[src/rtl/savestate_ddr_bridge_if.sv]
// savestate_ddr_bridge_if
// Groups the two bus ports of the save-state bridge.
//   mem_*    : byte-wide core RAM port (mem_din valid the cycle after mem_rd)
//   DDRAM_*  : 64-bit DDR word port with BUSY back-pressure and read return
// Modports:
//   master : the bridge (drives RAM strobes and DDR commands)
//   slave  : RAM / DDR side (returns read data, BUSY, DOUT_READY)
interface savestate_ddr_bridge_if;
  logic [15:0] mem_addr;
  logic        mem_rd;
  logic [7:0]  mem_din;
  logic        mem_wr;
  logic [7:0]  mem_dout;

  logic        DDRAM_BUSY;
  logic [7:0]  DDRAM_BURSTCNT;
  logic [28:0] DDRAM_ADDR;
  logic        DDRAM_RD;
  logic        DDRAM_WE;
  logic [63:0] DDRAM_DIN;
  logic [7:0]  DDRAM_BE;
  logic [63:0] DDRAM_DOUT;
  logic        DDRAM_DOUT_READY;

  modport master (
    output mem_addr, mem_rd, mem_wr, mem_dout,
    input  mem_din,
    output DDRAM_BURSTCNT, DDRAM_ADDR, DDRAM_RD, DDRAM_WE, DDRAM_DIN, DDRAM_BE,
    input  DDRAM_BUSY, DDRAM_DOUT, DDRAM_DOUT_READY
  );

  modport slave (
    input  mem_addr, mem_rd, mem_wr, mem_dout,
    output mem_din,
    input  DDRAM_BURSTCNT, DDRAM_ADDR, DDRAM_RD, DDRAM_WE, DDRAM_DIN, DDRAM_BE,
    output DDRAM_BUSY, DDRAM_DOUT, DDRAM_DOUT_READY
  );
endinterface

[src/rtl/savestate_ddr_bridge.sv]
// savestate_ddr_bridge
// Copies the 64 KiB core RAM to / from one of four DDR save slots.
// Save: 8 RAM byte reads are packed into one 64-bit DDR word write.
// Load: one DDR word read is unpacked into 8 RAM byte writes.
// Ports:
//   clk_sys, reset (async, active-high)
//   save_state / load_state : level requests, acted on at rising edge in IDLE
//   ss_slot                 : slot select, sampled with the accepted edge
//   bus (master)            : core RAM port + DDRAM port
//   cpu_halt, busy          : high while a transfer is in progress
//   done                    : one-cycle pulse at the end of a transfer
//   error                   : header mismatch on load, sticky until next request
// Parameters:
//   WORDS : 64-bit words per transfer (8192 = full 64 KiB)
// Build option:
//   SS_HEADER_EN : write / verify a one-word header ahead of the data
module savestate_ddr_bridge #(
  parameter int unsigned WORDS = 8192
) (
  input  logic                          clk_sys,
  input  logic                          reset,
  input  logic                          save_state,
  input  logic                          load_state,
  input  logic [1:0]                    ss_slot,
  savestate_ddr_bridge_if.master        bus,
  output logic                          cpu_halt,
  output logic                          busy,
  output logic                          done,
  output logic                          error
);

  localparam logic [28:0] SLOT_BASE = 29'h0600_0000;
  localparam logic [12:0] LAST_WORD = 13'(WORDS - 1);
`ifdef SS_HEADER_EN
  localparam logic [63:0] HDR_WORD  = {32'h5452_5338, 16'h0001, 16'h2000};
  localparam logic [28:0] DATA_OFF  = 29'd1;
`else
  localparam logic [28:0] DATA_OFF  = 29'd0;
`endif

  typedef enum logic [3:0] {
    IDLE, HDR_WR, MEM_RD, DDR_WR, HDR_RD, HDR_CHK, DDR_RD, MEM_WR, FINISH
  } state_t;

  state_t           state_q;
  logic             save_prev_q, load_prev_q;
  logic [28:0]      base_q;
  logic [12:0]      word_q;
  logic [3:0]       byte_q;
  logic [15:0]      mem_addr_q;
  logic             mem_rd_q, mem_wr_q;
  logic [7:0]       mem_dout_q;
  logic             rd_vld_q;
  logic [2:0]       rd_idx_q;
  logic [28:0]      ddr_addr_q;
  logic             ddr_rd_q, ddr_we_q;
  logic [7:0][7:0]  din_q;
  logic [7:0][7:0]  rbuf_q;
  logic             busy_q, done_q, error_q;

  logic             save_rise, load_rise;
  logic [28:0]      slot_base_d;
  logic [12:0]      word_nxt_d;

  assign save_rise   = save_state & ~save_prev_q;
  assign load_rise   = load_state & ~load_prev_q;
  assign slot_base_d = SLOT_BASE + 29'({ss_slot, 17'd0});
  assign word_nxt_d  = word_q + 13'd1;

  assign bus.mem_addr       = mem_addr_q;
  assign bus.mem_rd         = mem_rd_q;
  assign bus.mem_wr         = mem_wr_q;
  assign bus.mem_dout       = mem_dout_q;
  assign bus.DDRAM_BURSTCNT = 8'd1;
  assign bus.DDRAM_ADDR     = ddr_addr_q;
  assign bus.DDRAM_RD       = ddr_rd_q;
  assign bus.DDRAM_WE       = ddr_we_q;
  assign bus.DDRAM_DIN      = din_q;
  assign bus.DDRAM_BE       = 8'hFF;
  assign cpu_halt           = busy_q;
  assign busy               = busy_q;
  assign done               = done_q;
  assign error              = error_q;

  always_ff @(posedge clk_sys or posedge reset) begin
    if (reset) begin
      state_q     <= IDLE;
      // Start "high" so a request level held through reset is not an edge.
      save_prev_q <= 1'b1;
      load_prev_q <= 1'b1;
      base_q      <= '0;
      word_q      <= '0;
      byte_q      <= '0;
      mem_addr_q  <= '0;
      mem_rd_q    <= 1'b0;
      mem_wr_q    <= 1'b0;
      mem_dout_q  <= '0;
      rd_vld_q    <= 1'b0;
      rd_idx_q    <= '0;
      ddr_addr_q  <= '0;
      ddr_rd_q    <= 1'b0;
      ddr_we_q    <= 1'b0;
      din_q       <= '0;
      rbuf_q      <= '0;
      busy_q      <= 1'b0;
      done_q      <= 1'b0;
      error_q     <= 1'b0;
    end else begin
      save_prev_q <= save_state;
      load_prev_q <= load_state;
      // RAM read data returns one cycle after the strobe; track which byte.
      rd_vld_q    <= mem_rd_q;
      rd_idx_q    <= mem_addr_q[2:0];

      case (state_q)
        IDLE: begin
          if (save_rise) begin
            base_q  <= slot_base_d;
            busy_q  <= 1'b1;
            error_q <= 1'b0;
            word_q  <= '0;
            byte_q  <= '0;
`ifdef SS_HEADER_EN
            ddr_we_q   <= 1'b1;
            ddr_addr_q <= slot_base_d;
            din_q      <= HDR_WORD;
            state_q    <= HDR_WR;
`else
            state_q    <= MEM_RD;
`endif
          end else if (load_rise) begin
            base_q     <= slot_base_d;
            busy_q     <= 1'b1;
            error_q    <= 1'b0;
            word_q     <= '0;
            byte_q     <= '0;
            ddr_rd_q   <= 1'b1;
            ddr_addr_q <= slot_base_d;
`ifdef SS_HEADER_EN
            state_q    <= HDR_RD;
`else
            state_q    <= DDR_RD;
`endif
          end
        end

`ifdef SS_HEADER_EN
        HDR_WR: begin
          if (!bus.DDRAM_BUSY) begin
            ddr_we_q <= 1'b0;
            byte_q   <= '0;
            state_q  <= MEM_RD;
          end
        end

        HDR_RD: begin
          if (ddr_rd_q) begin
            if (!bus.DDRAM_BUSY) ddr_rd_q <= 1'b0;
          end else if (bus.DDRAM_DOUT_READY) begin
            rbuf_q  <= bus.DDRAM_DOUT;
            state_q <= HDR_CHK;
          end
        end

        HDR_CHK: begin
          if (rbuf_q == HDR_WORD) begin
            ddr_rd_q   <= 1'b1;
            ddr_addr_q <= base_q + DATA_OFF;
            state_q    <= DDR_RD;
          end else begin
            error_q <= 1'b1;
            done_q  <= 1'b1;
            state_q <= FINISH;
          end
        end
`endif

        // byte_q 0..7 issue reads, 8 drains the last return, 9 hands off
        // the packed word to the DDR write.
        MEM_RD: begin
          if (rd_vld_q) din_q[rd_idx_q] <= bus.mem_din;
          if (!byte_q[3]) begin
            mem_rd_q   <= 1'b1;
            mem_addr_q <= {word_q, byte_q[2:0]};
            byte_q     <= byte_q + 4'd1;
          end else if (byte_q == 4'd8) begin
            mem_rd_q <= 1'b0;
            byte_q   <= 4'd9;
          end else begin
            ddr_we_q   <= 1'b1;
            ddr_addr_q <= base_q + DATA_OFF + 29'(word_q);
            state_q    <= DDR_WR;
          end
        end

        DDR_WR: begin
          if (!bus.DDRAM_BUSY) begin
            ddr_we_q <= 1'b0;
            if (word_q == LAST_WORD) begin
              done_q  <= 1'b1;
              state_q <= FINISH;
            end else begin
              word_q  <= word_nxt_d;
              byte_q  <= '0;
              state_q <= MEM_RD;
            end
          end
        end

        DDR_RD: begin
          if (ddr_rd_q) begin
            if (!bus.DDRAM_BUSY) ddr_rd_q <= 1'b0;
          end else if (bus.DDRAM_DOUT_READY) begin
            rbuf_q  <= bus.DDRAM_DOUT;
            byte_q  <= '0;
            state_q <= MEM_WR;
          end
        end

        MEM_WR: begin
          if (!byte_q[3]) begin
            mem_wr_q   <= 1'b1;
            mem_addr_q <= {word_q, byte_q[2:0]};
            mem_dout_q <= rbuf_q[byte_q[2:0]];
            byte_q     <= byte_q + 4'd1;
          end else begin
            mem_wr_q <= 1'b0;
            if (word_q == LAST_WORD) begin
              done_q  <= 1'b1;
              state_q <= FINISH;
            end else begin
              word_q     <= word_nxt_d;
              ddr_rd_q   <= 1'b1;
              ddr_addr_q <= base_q + DATA_OFF + 29'(word_nxt_d);
              state_q    <= DDR_RD;
            end
          end
        end

        FINISH: begin
          done_q  <= 1'b0;
          busy_q  <= 1'b0;
          state_q <= IDLE;
        end

        default: state_q <= IDLE;
      endcase
    end
  end

endmodule

[src/flat_wrapper.sv]
// flat-port wrapper written by rule: the top's interface ports become plain ports
module savestate_ddr_bridge_flat 
#(
  parameter int unsigned WORDS = 8192
)
  (clk_sys, reset, save_state, load_state, ss_slot, cpu_halt, busy, done, error, bus_mem_addr, bus_mem_rd, bus_mem_wr, bus_mem_dout, bus_mem_din, bus_DDRAM_BURSTCNT, bus_DDRAM_ADDR, bus_DDRAM_RD, bus_DDRAM_WE, bus_DDRAM_DIN, bus_DDRAM_BE, bus_DDRAM_BUSY, bus_DDRAM_DOUT, bus_DDRAM_DOUT_READY);
  savestate_ddr_bridge_if bus_i ();
  input  logic clk_sys;
  input  logic reset;
  input  logic save_state;
  input  logic load_state;
  input  logic [1:0] ss_slot;
  output logic cpu_halt;
  output logic busy;
  output logic done;
  output logic error;
  output wire logic [$bits(bus_i.mem_addr)-1:0] bus_mem_addr;
  output wire logic [$bits(bus_i.mem_rd)-1:0] bus_mem_rd;
  output wire logic [$bits(bus_i.mem_wr)-1:0] bus_mem_wr;
  output wire logic [$bits(bus_i.mem_dout)-1:0] bus_mem_dout;
  input wire logic [$bits(bus_i.mem_din)-1:0] bus_mem_din;
  output wire logic [$bits(bus_i.DDRAM_BURSTCNT)-1:0] bus_DDRAM_BURSTCNT;
  output wire logic [$bits(bus_i.DDRAM_ADDR)-1:0] bus_DDRAM_ADDR;
  output wire logic [$bits(bus_i.DDRAM_RD)-1:0] bus_DDRAM_RD;
  output wire logic [$bits(bus_i.DDRAM_WE)-1:0] bus_DDRAM_WE;
  output wire logic [$bits(bus_i.DDRAM_DIN)-1:0] bus_DDRAM_DIN;
  output wire logic [$bits(bus_i.DDRAM_BE)-1:0] bus_DDRAM_BE;
  input wire logic [$bits(bus_i.DDRAM_BUSY)-1:0] bus_DDRAM_BUSY;
  input wire logic [$bits(bus_i.DDRAM_DOUT)-1:0] bus_DDRAM_DOUT;
  input wire logic [$bits(bus_i.DDRAM_DOUT_READY)-1:0] bus_DDRAM_DOUT_READY;
  assign bus_mem_addr = bus_i.mem_addr;
  assign bus_mem_rd = bus_i.mem_rd;
  assign bus_mem_wr = bus_i.mem_wr;
  assign bus_mem_dout = bus_i.mem_dout;
  assign bus_i.mem_din = bus_mem_din;
  assign bus_DDRAM_BURSTCNT = bus_i.DDRAM_BURSTCNT;
  assign bus_DDRAM_ADDR = bus_i.DDRAM_ADDR;
  assign bus_DDRAM_RD = bus_i.DDRAM_RD;
  assign bus_DDRAM_WE = bus_i.DDRAM_WE;
  assign bus_DDRAM_DIN = bus_i.DDRAM_DIN;
  assign bus_DDRAM_BE = bus_i.DDRAM_BE;
  assign bus_i.DDRAM_BUSY = bus_DDRAM_BUSY;
  assign bus_i.DDRAM_DOUT = bus_DDRAM_DOUT;
  assign bus_i.DDRAM_DOUT_READY = bus_DDRAM_DOUT_READY;
  savestate_ddr_bridge #(.WORDS(WORDS)) u_core (.clk_sys(clk_sys), .reset(reset), .save_state(save_state), .load_state(load_state), .ss_slot(ss_slot), .bus(bus_i), .cpu_halt(cpu_halt), .busy(busy), .done(done), .error(error));
endmodule
[config.mk]
export PLATFORM = sky130hd
export DESIGN_NAME = savestate_ddr_bridge_flat
export DESIGN_NICKNAME = d
export VERILOG_FILES = /design/src/rtl/savestate_ddr_bridge_if.sv /design/src/rtl/savestate_ddr_bridge.sv /design/src/flat_wrapper.sv
export SDC_FILE = /design/constraint.sdc
export NUM_CORES = 1
export LEC_CHECK = 0
export BUFFER_PORTS_ARGS = -buffer_cell sky130_fd_sc_hd__buf_2
export CORE_UTILIZATION = 39
export DETAILED_ROUTE_END_ITERATION = 16
export PLACE_DENSITY = 0.64
export SLEW_MARGIN = 40
export SYNTH_ARGS = -nofsm -noshare
export SYNTH_HDL_FRONTEND = slang
export SYNTH_SLANG_ARGS = --single-unit
[constraint.sdc]
create_clock -name clk_sys -period 6.8 [get_ports clk_sys]
set_clock_uncertainty 0.15 [all_clocks]
set_input_delay 1.02 -clock clk_sys [delete_from_list [all_inputs] [get_ports clk_sys]]
set_output_delay 1.02 -clock clk_sys [all_outputs]
set_load 0.05 [all_outputs]
==> results.json, run 1 <==
{
  "status": "finished clean",
  "syn_avg_cell_area_um2": 13.1,
  "final.min_clock_period_ps": 3050,
  "cp.required_ps": 7040,
  "power_mw": 6.11,
  "synth_edf_count": 0,
  "power_density_nw_per_um2": 548,
  "ant_nets": 0,
  "antenna_found_initial": 2,
  "synth_mux_area_share_pct": 24.7,
  "whs_ps": 248,
  "dr.pass1.iters": 4,
  "clk_pin_slew_ps": 60,
  "cts-htree-levels": 1,
  "cts_tree": "built",
  "utilization_pct": 48.8,
  "vias": 6083,
  "critical_path_class": "reg -> reg",
  "start_kind": "register",
  "cts-resized-gates": 0,
  "die_h_um": 155,
  "yosysTopAreaCellShare_pct": 55.1,
  "place_ws_ps": 3780,
  "num_rows": 55,
  "final_cell_area_um2": 11100,
  "grt_pass1_vias": 5978,
  "synthSimpleGateAreaFrac_pct": 7.39,
  "crit_arrival_ps": 3290,
  "grt_first_pass_wirelength_um": 33200,
  "wire_per_inst_um": 17.4,
  "holdBufCountCts": 0,
  "clock-sinks": 204,
  "ys_warn_count": 0,
  "synth_top_area_cell": "dfrtp_1",
  "irDropWorstVdd_mv": 0.251,
  "maxSlewViolCount": 0,
  "async_reset_ff_share_pct": 100,
  "worstPathMaxFanout": 18,
  "syn2layout_area_growth_pct": 21.5,
  "ys.flop_type": "dfrtp_1",
  "synth_top_family_by_area": "multiplexers",
  "numCtsBuffers": 23,
  "tightest_slew_ps": 791,
  "layout.nets": 964,
  "drv_cap": 0,
  "track_usage_pct": 17.3,
  "fp.coreArea_um2": 22800,
  "via_per_inst": 5.04,
  "setup_tns_ps": 0,
  "clk_latency_ps": 500,
  "routed_wirelength_um": 21000,
  "synth_adder_area_share_pct": 0.409,
  "placed_area_um2": 10300,
  "cp-end-kind": "register",
  "p_leak_nw": 5.22,
  "dpl.cell_count": 1168,
  "io_pins": 221,
  "slew_headroom_pct": 46.9,
  "ys_seq_area_share_pct": 55.7,
  "synth_area_leaders": "dfrtp_1 (55%), mux2_2 (20%), mux4_2 (3.9%)",
  "clockBufferDepth": 3,
  "start_util_pct": 40.2,
  "hold_path_depth": 0,
  "hold_violations": 0,
  "yosysUniqueCellTypes": 59,
  "fmax_mhz": 328,
  "synth_area_um2": 9180,
  "postCtsSetupBuffers": 0,
  "antenna_cells": 0,
  "grt_max_degree": 137,
  "routabilityCongestion": 0.883,
  "portBuffers": 191,
  "final_cells": 1207,
  "synth_xor_area_share_pct": 0.191,
  "route.detailed.drc": 0,
  "syn_inst": 698,
  "fin_ws_ps": 3750,
  "reg2reg_depth": 4,
  "drt_iter0_markers": 352,
  "ys_ff_latch": 204,
  "layout-drive-gt1-share_pct": 47.4,
  "synth_compound_area_share_pct": 6.80,
  "fillCellCount": 2076,
  "cts-root-buf": "clkbuf_16",
  "place_hpwl_um": 14200,
  "setup_viol": 0,
  "fp.dieW_um": 155,
  "rsz0062_at_grt": "false",
  "overflow": 0,
  "design.die.area_um2": 24100,
  "hold_path_class": "reg -> reg",
  "timing.final.crit_share_pct": 44.9
}
-- worst paths after layout --
path | start | to | slack [ps]
max in group asynchronous | reset | u_core.bus.DDRAM_DIN[7] | 4910
min in group asynchronous | reset | u_core.bus.DDRAM_DIN[18] | 490
max reg2reg | u_core.state_q[0] | u_core.bus.DDRAM_ADDR[4] | 3750
min reg2reg | u_core.bus.mem_addr[2] | u_core.rd_idx_q[2] | 250
max | u_core.state_q[0] | u_core.bus.DDRAM_ADDR[4] | 3750
min | u_core.bus.mem_addr[2] | u_core.rd_idx_q[2] | 250
-- Yosys cell counts, types with 10 or more instances --
| library cell | number |
|---|---|
| a21oi_1 | 28 |
| o31ai_1 | 10 |
| nand2_1 | 40 |
| inv_1 | 13 |
| dfrtp_1 | 202 |
| mux4_2 | 16 |
| buf_4 | 33 |
| o21ai_0 | 43 |
| mux2_2 | 160 |
| clkbuf_1 | 19 |
-- critical path: stages (launching register included) --
cell and delay (ps):
dfrtp_1 660, nand4b_1 710, o22a_1 390, or3_1 630
mux2_2 390
-- kinds of logic (layout without fill, tap and decap cells) --
logic type,count (synthesis),after routing
AOI/OAI and AO/OA,107,107
buffers and inverters,79,248
adders and majority gates,3,3
other,2,29
and+or+nand+nor,115,115
muxes,186,186
xor gates and xnor gates,2,2
DFF,204,204
-- registers in the layout, indices dropped and copies added, names as in the netlist --
register	cells
u_core.bus.mem_wr	1
u_core.load_prev_q	1
u_core.rbuf_q	64
u_core.save_prev_q	1
u_core.bus.DDRAM_ADDR	16
u_core.bus.mem_dout	8
u_core.busy	1
u_core.base_q	3
u_core.rd_idx_q	3
u_core.rd_vld_q	1
u_core.bus.mem_addr	16
u_core.bus.mem_rd	1
u_core.byte_q	4
u_core.bus.DDRAM_WE	1
u_core.state_q	4
u_core.done	1
u_core.word_q	13
u_core.bus.DDRAM_RD	1
u_core.bus.DDRAM_DIN	64
-- where the power goes --
group          internal, mW  leakage [nW]  switching, mW
combinational         0.951          2.30           1.77
sequential             1.72          2.52          0.330
clock                 0.859         0.405          0.482
-- layout by cell type, fill, tap and decap left out, types with 4 or more instances in the layout --
cell / instances
nor2b_1: 6
nand2_1: 39
clkbuf_8: 5
inv_1: 12
buf_2: 191
bufinv_16: 5
clkbuf_16: 23
a21o_1: 4
nor3_1: 5
buf_4: 4
o21ai_0: 43
nor2_1: 9
or3_1: 6
mux2_2: 160
a21oi_1: 28
dfrtp_1: 202
o31ai_1: 10
a31oi_1: 7
mux2i_1: 9
conb_1: 29
mux4_2: 16
nand4_1: 4
nand3_1: 6
nand2b_1: 9
-- area by class of cell --
| cell class | instances | area [µm²] | area share (%) |
|---|---|---|---|
| Sequential cell | 204 | 5110 | 45.8 |
| Multi-Input combinational cell | 442 | 3750 | 33.6 |
| Timing Repair Buffer | 197 | 1020 | 9.12 |
| Clock buffer | 30 | 652 | 5.85 |
| Tap cell | 313 | 392 | 3.51 |
| Clock inverter | 8 | 169 | 1.52 |
| Inverter | 13 | 61.3 | 0.550 |
-- per-layer routing --
metal / vias up / share of wire (%) / GRT usage, %
met5: - / 0.11 / 0
met4: 4 / 2.0 / 3.97
met2: 191 / 46 / 27.2
met3: 32 / 8.1 / 5.40
li1: 2844 / - / -
met1: 3012 / 43 / 23.5
No activity file was read; power rests on OpenSTA's default activity.
==> run 2, diff against run 1 <==
Settings changed: ABC_AREA set to 1.
Clock period 6.8 ns to 2.75 ns, I/O delays scaled along.
==> run 2 against run 1 <==
Net effect: worst setup slack got worse by 3300 ps; count of clock-buffer cells in the layout did not move; first-iteration DRC count up 37%; flip-flop and latch count unchanged; clock power is 130% higher; critical endpoint is now u_core.word_q[0].
==> results.json, run 2 <==
{
  "p_sw_share_pct": 44.9,
  "synth_area_um2": 9170,
  "die_h_um": 155,
  "cpMaxStageDelayCell": "dfrtp_1",
  "ant_nets": 0,
  "hold_path_class": "in -> reg",
  "path_delay_family": "simple AND/OR/NAND/NOR gates",
  "routed_wirelength_um": 23200,
  "cp.required_ps": 3030,
  "synth_most_common_cell": "nand2_1",
  "synth_edf_count": 0,
  "p_leak_nw": 5.86,
  "route.detailed.drc": 0,
  "vias": 7561,
  "num_rows": 55,
  "overflow": 0,
  "final_cell_mix": "nand2_1 (256), dfrtp_1 (202), buf_2 (191)",
  "antenna_cells": 0,
  "design.die.area_um2": 24100,
  "status": "finished clean",
  "cp-end-kind": "register",
  "start_kind": "register",
  "min_to": "u_core.rbuf_q[27]",
  "fillCellCount": 2169,
  "async_reset_ff_share_pct": 100,
  "slew_headroom_pct": 65.3,
  "crit_arrival_ps": 2560,
  "drv_cap": 0,
  "syn2layout_area_growth_pct": 25.5,
  "setup_viol": 0,
  "fmax_mhz": 439,
  "switchingPower_mw": 5.97,
  "p_int_mw": 7.32,
  "fp.coreArea_um2": 22800,
  "irDropWorstVdd_mv": 0.556,
  "syn_inst": 1014,
  "synthTopCellsByCount": "nand2_1 (256), dfrtp_1 (202), o21ai_0 (125), inv_1 (78), nor2_1 (61)",
  "worstPathMaxFanout": 12,
  "crit_buf_inv": 1,
  "ys.flop_type": "dfrtp_1",
  "via_per_inst": 4.83,
  "rrSetupSlack_ps": 470,
  "antenna_found_initial": 0,
  "maxSlewViolCount": 0,
  "r2r_start": "u_core.word_q[0]",
  "fp.dieW_um": 155,
  "drt_iter0_markers": 481,
  "wire_per_inst_um": 14.8,
  "routabilityCongestion": 0.857,
  "placed_area_um2": 10300,
  "p_clk_share_pct": 23.0,
  "cp_cell_sequence": "ha_1, nand2_1, nor2_2, nand2_1, nor2_1, nand2_1, nand2_1, buf_4, nand2_1, o21ai_1",
  "power_density_nw_per_um2": 1150,
  "hold_violations": 0,
  "power_mw": 13.3,
  "cts-root-buf": "clkbuf_16",
  "final.min_clock_period_ps": 2280,
  "cts_tree": "built",
  "layout.nets": 1325,
  "numCtsBuffers": 23,
  "io_pins": 221,
  "ys_warn_count": 0,
  "grt_pass1_vias": 7231,
  "whs_ps": 14.7,
  "timing.final.crit_share_pct": 82.8,
  "grt_first_pass_wirelength_um": 37600,
  "clk_pin_slew_ps": 60,
  "synth_area_leaders": "dfrtp_1 (55%), nand2_1 (10%), o21ai_0 (6.8%)",
  "rsz0062_at_grt": "false",
  "syn_avg_cell_area_um2": 9.04,
  "cts-resized-gates": 0,
  "ys_seq_area_share_pct": 55.7,
  "clk_latency_ps": 510,
  "synth_top_area_cell": "dfrtp_1",
  "clockBufferDepth": 3,
  "worstReg2RegEnd": "u_core.word_q[0]",
  "reg2reg_depth": 10,
  "utilization_pct": 50.4,
  "critPathMaxStageDelay_ps": 430,
  "place_hpwl_um": 16500,
  "grt_max_degree": 75,
  "portBuffers": 191,
  "tightest_slew_ps": 520,
  "mostFrequentLayoutCell": "nand2_1",
  "clock-sinks": 204,
  "cp_common_cell": "nand2_1",
  "track_usage_pct": 19.5,
  "start_util_pct": 40.1,
  "final_cell_area_um2": 11500,
  "yosysUniqueCellTypes": 37,
  "layout-drive-gt1-share_pct": 21.7,
  "dr.pass1.iters": 5,
  "hold_path_depth": 3,
  "ys_ff_latch": 204,
  "cts-htree-levels": 1,
  "postCtsSetupBuffers": 0,
  "comb_power_share_pct": 42.2,
  "hold_path.startpoint": "bus_DDRAM_DOUT[27]",
  "holdBufCountCts": 43,
  "yosysTopAreaCellShare_pct": 55.1,
  "critical_path_class": "reg -> reg",
  "seqPwrFrac_pct": 34.8
}
[run 2: area by class of cell]
| cell class | instances | area, µm² | area share [%] |
|---|---|---|---|
| Sequential cell | 204 | 5110 | 44.4 |
| Multi-Input combinational cell | 681 | 3410 | 29.6 |
| Timing Repair Buffer | 247 | 1530 | 13.3 |
| Clock buffer | 30 | 632 | 5.49 |
| Tap cell | 313 | 392 | 3.40 |
| Inverter | 85 | 323 | 2.80 |
| Clock inverter | 7 | 113 | 0.978 |
[run 2: power groups by stage]
stage	Combinational (mW)	Clock [mW]	Sequential (mW)
after floorplan	2.44	0	6.42
after global placement	5.53	0	4.65
after detailed placement	5.60	0	4.66
after CTS	5.65	3.12	4.62
after global routing	6.11	3.24	4.75
final	5.61	3.06	4.63
[run 2: worst max path at each step]
stage,startpoint,slack [ps],endpoint,cells past startpoint
4_1_cts,u_core.word_q[0],490,u_core.word_q[0],10
3_5_place_dp,u_core.word_q[0],500,u_core.word_q[0],10
2_1_floorplan,reset,-460,u_core.base_q[17],1
5_1_grt,u_core.word_q[0],180,u_core.word_q[7],10
3_3_place_gp,u_core.word_q[0],580,u_core.word_q[0],10
6_report,u_core.word_q[0],470,u_core.word_q[0],10
[run 2: logic make-up (layout without fill, tap and decap cells)]
kind of cell | after synthesis | count (layout) | share of synthesized area [%]
muxes | 39 | 39 | 4.79
AOI/OAI and AO/OA | 202 | 202 | 11.6
buffers and inverters | 156 | 369 | 8.23
other | 2 | 29 | 0.0819
adders and majority gates | 3 | 3 | 0.409
xor gates and xnor gates | 2 | 2 | 0.191
DFF | 204 | 204 | 55.7
and+or+nand+nor | 406 | 406 | 19.1
[run 2: through the flow]
step	std cells	worst slack, ps	setup TNS [ps]
finish	1567	472	0
global route	1567	184	0
CTS	1567	492	0
detailed placement	1487	501	0
global placement	1487	584	0
floorplan	1041	-455	-91940
[run 2: tightest hold or removal path, stage by stage]
cell and delay (ps):
buf_2 80, nor2_1 40, a21oi_1 100
[run 2: routing by layer]
| layer | global-route usage [%] | share of wire, % |
|---|---|---|
| met2 | 31.8 | 46 |
| met1 | 26.7 | 47 |
| met5 | 0 | 0 |
| met4 | 4.72 | 1.4 |
| met3 | 3.82 | 6.1 |
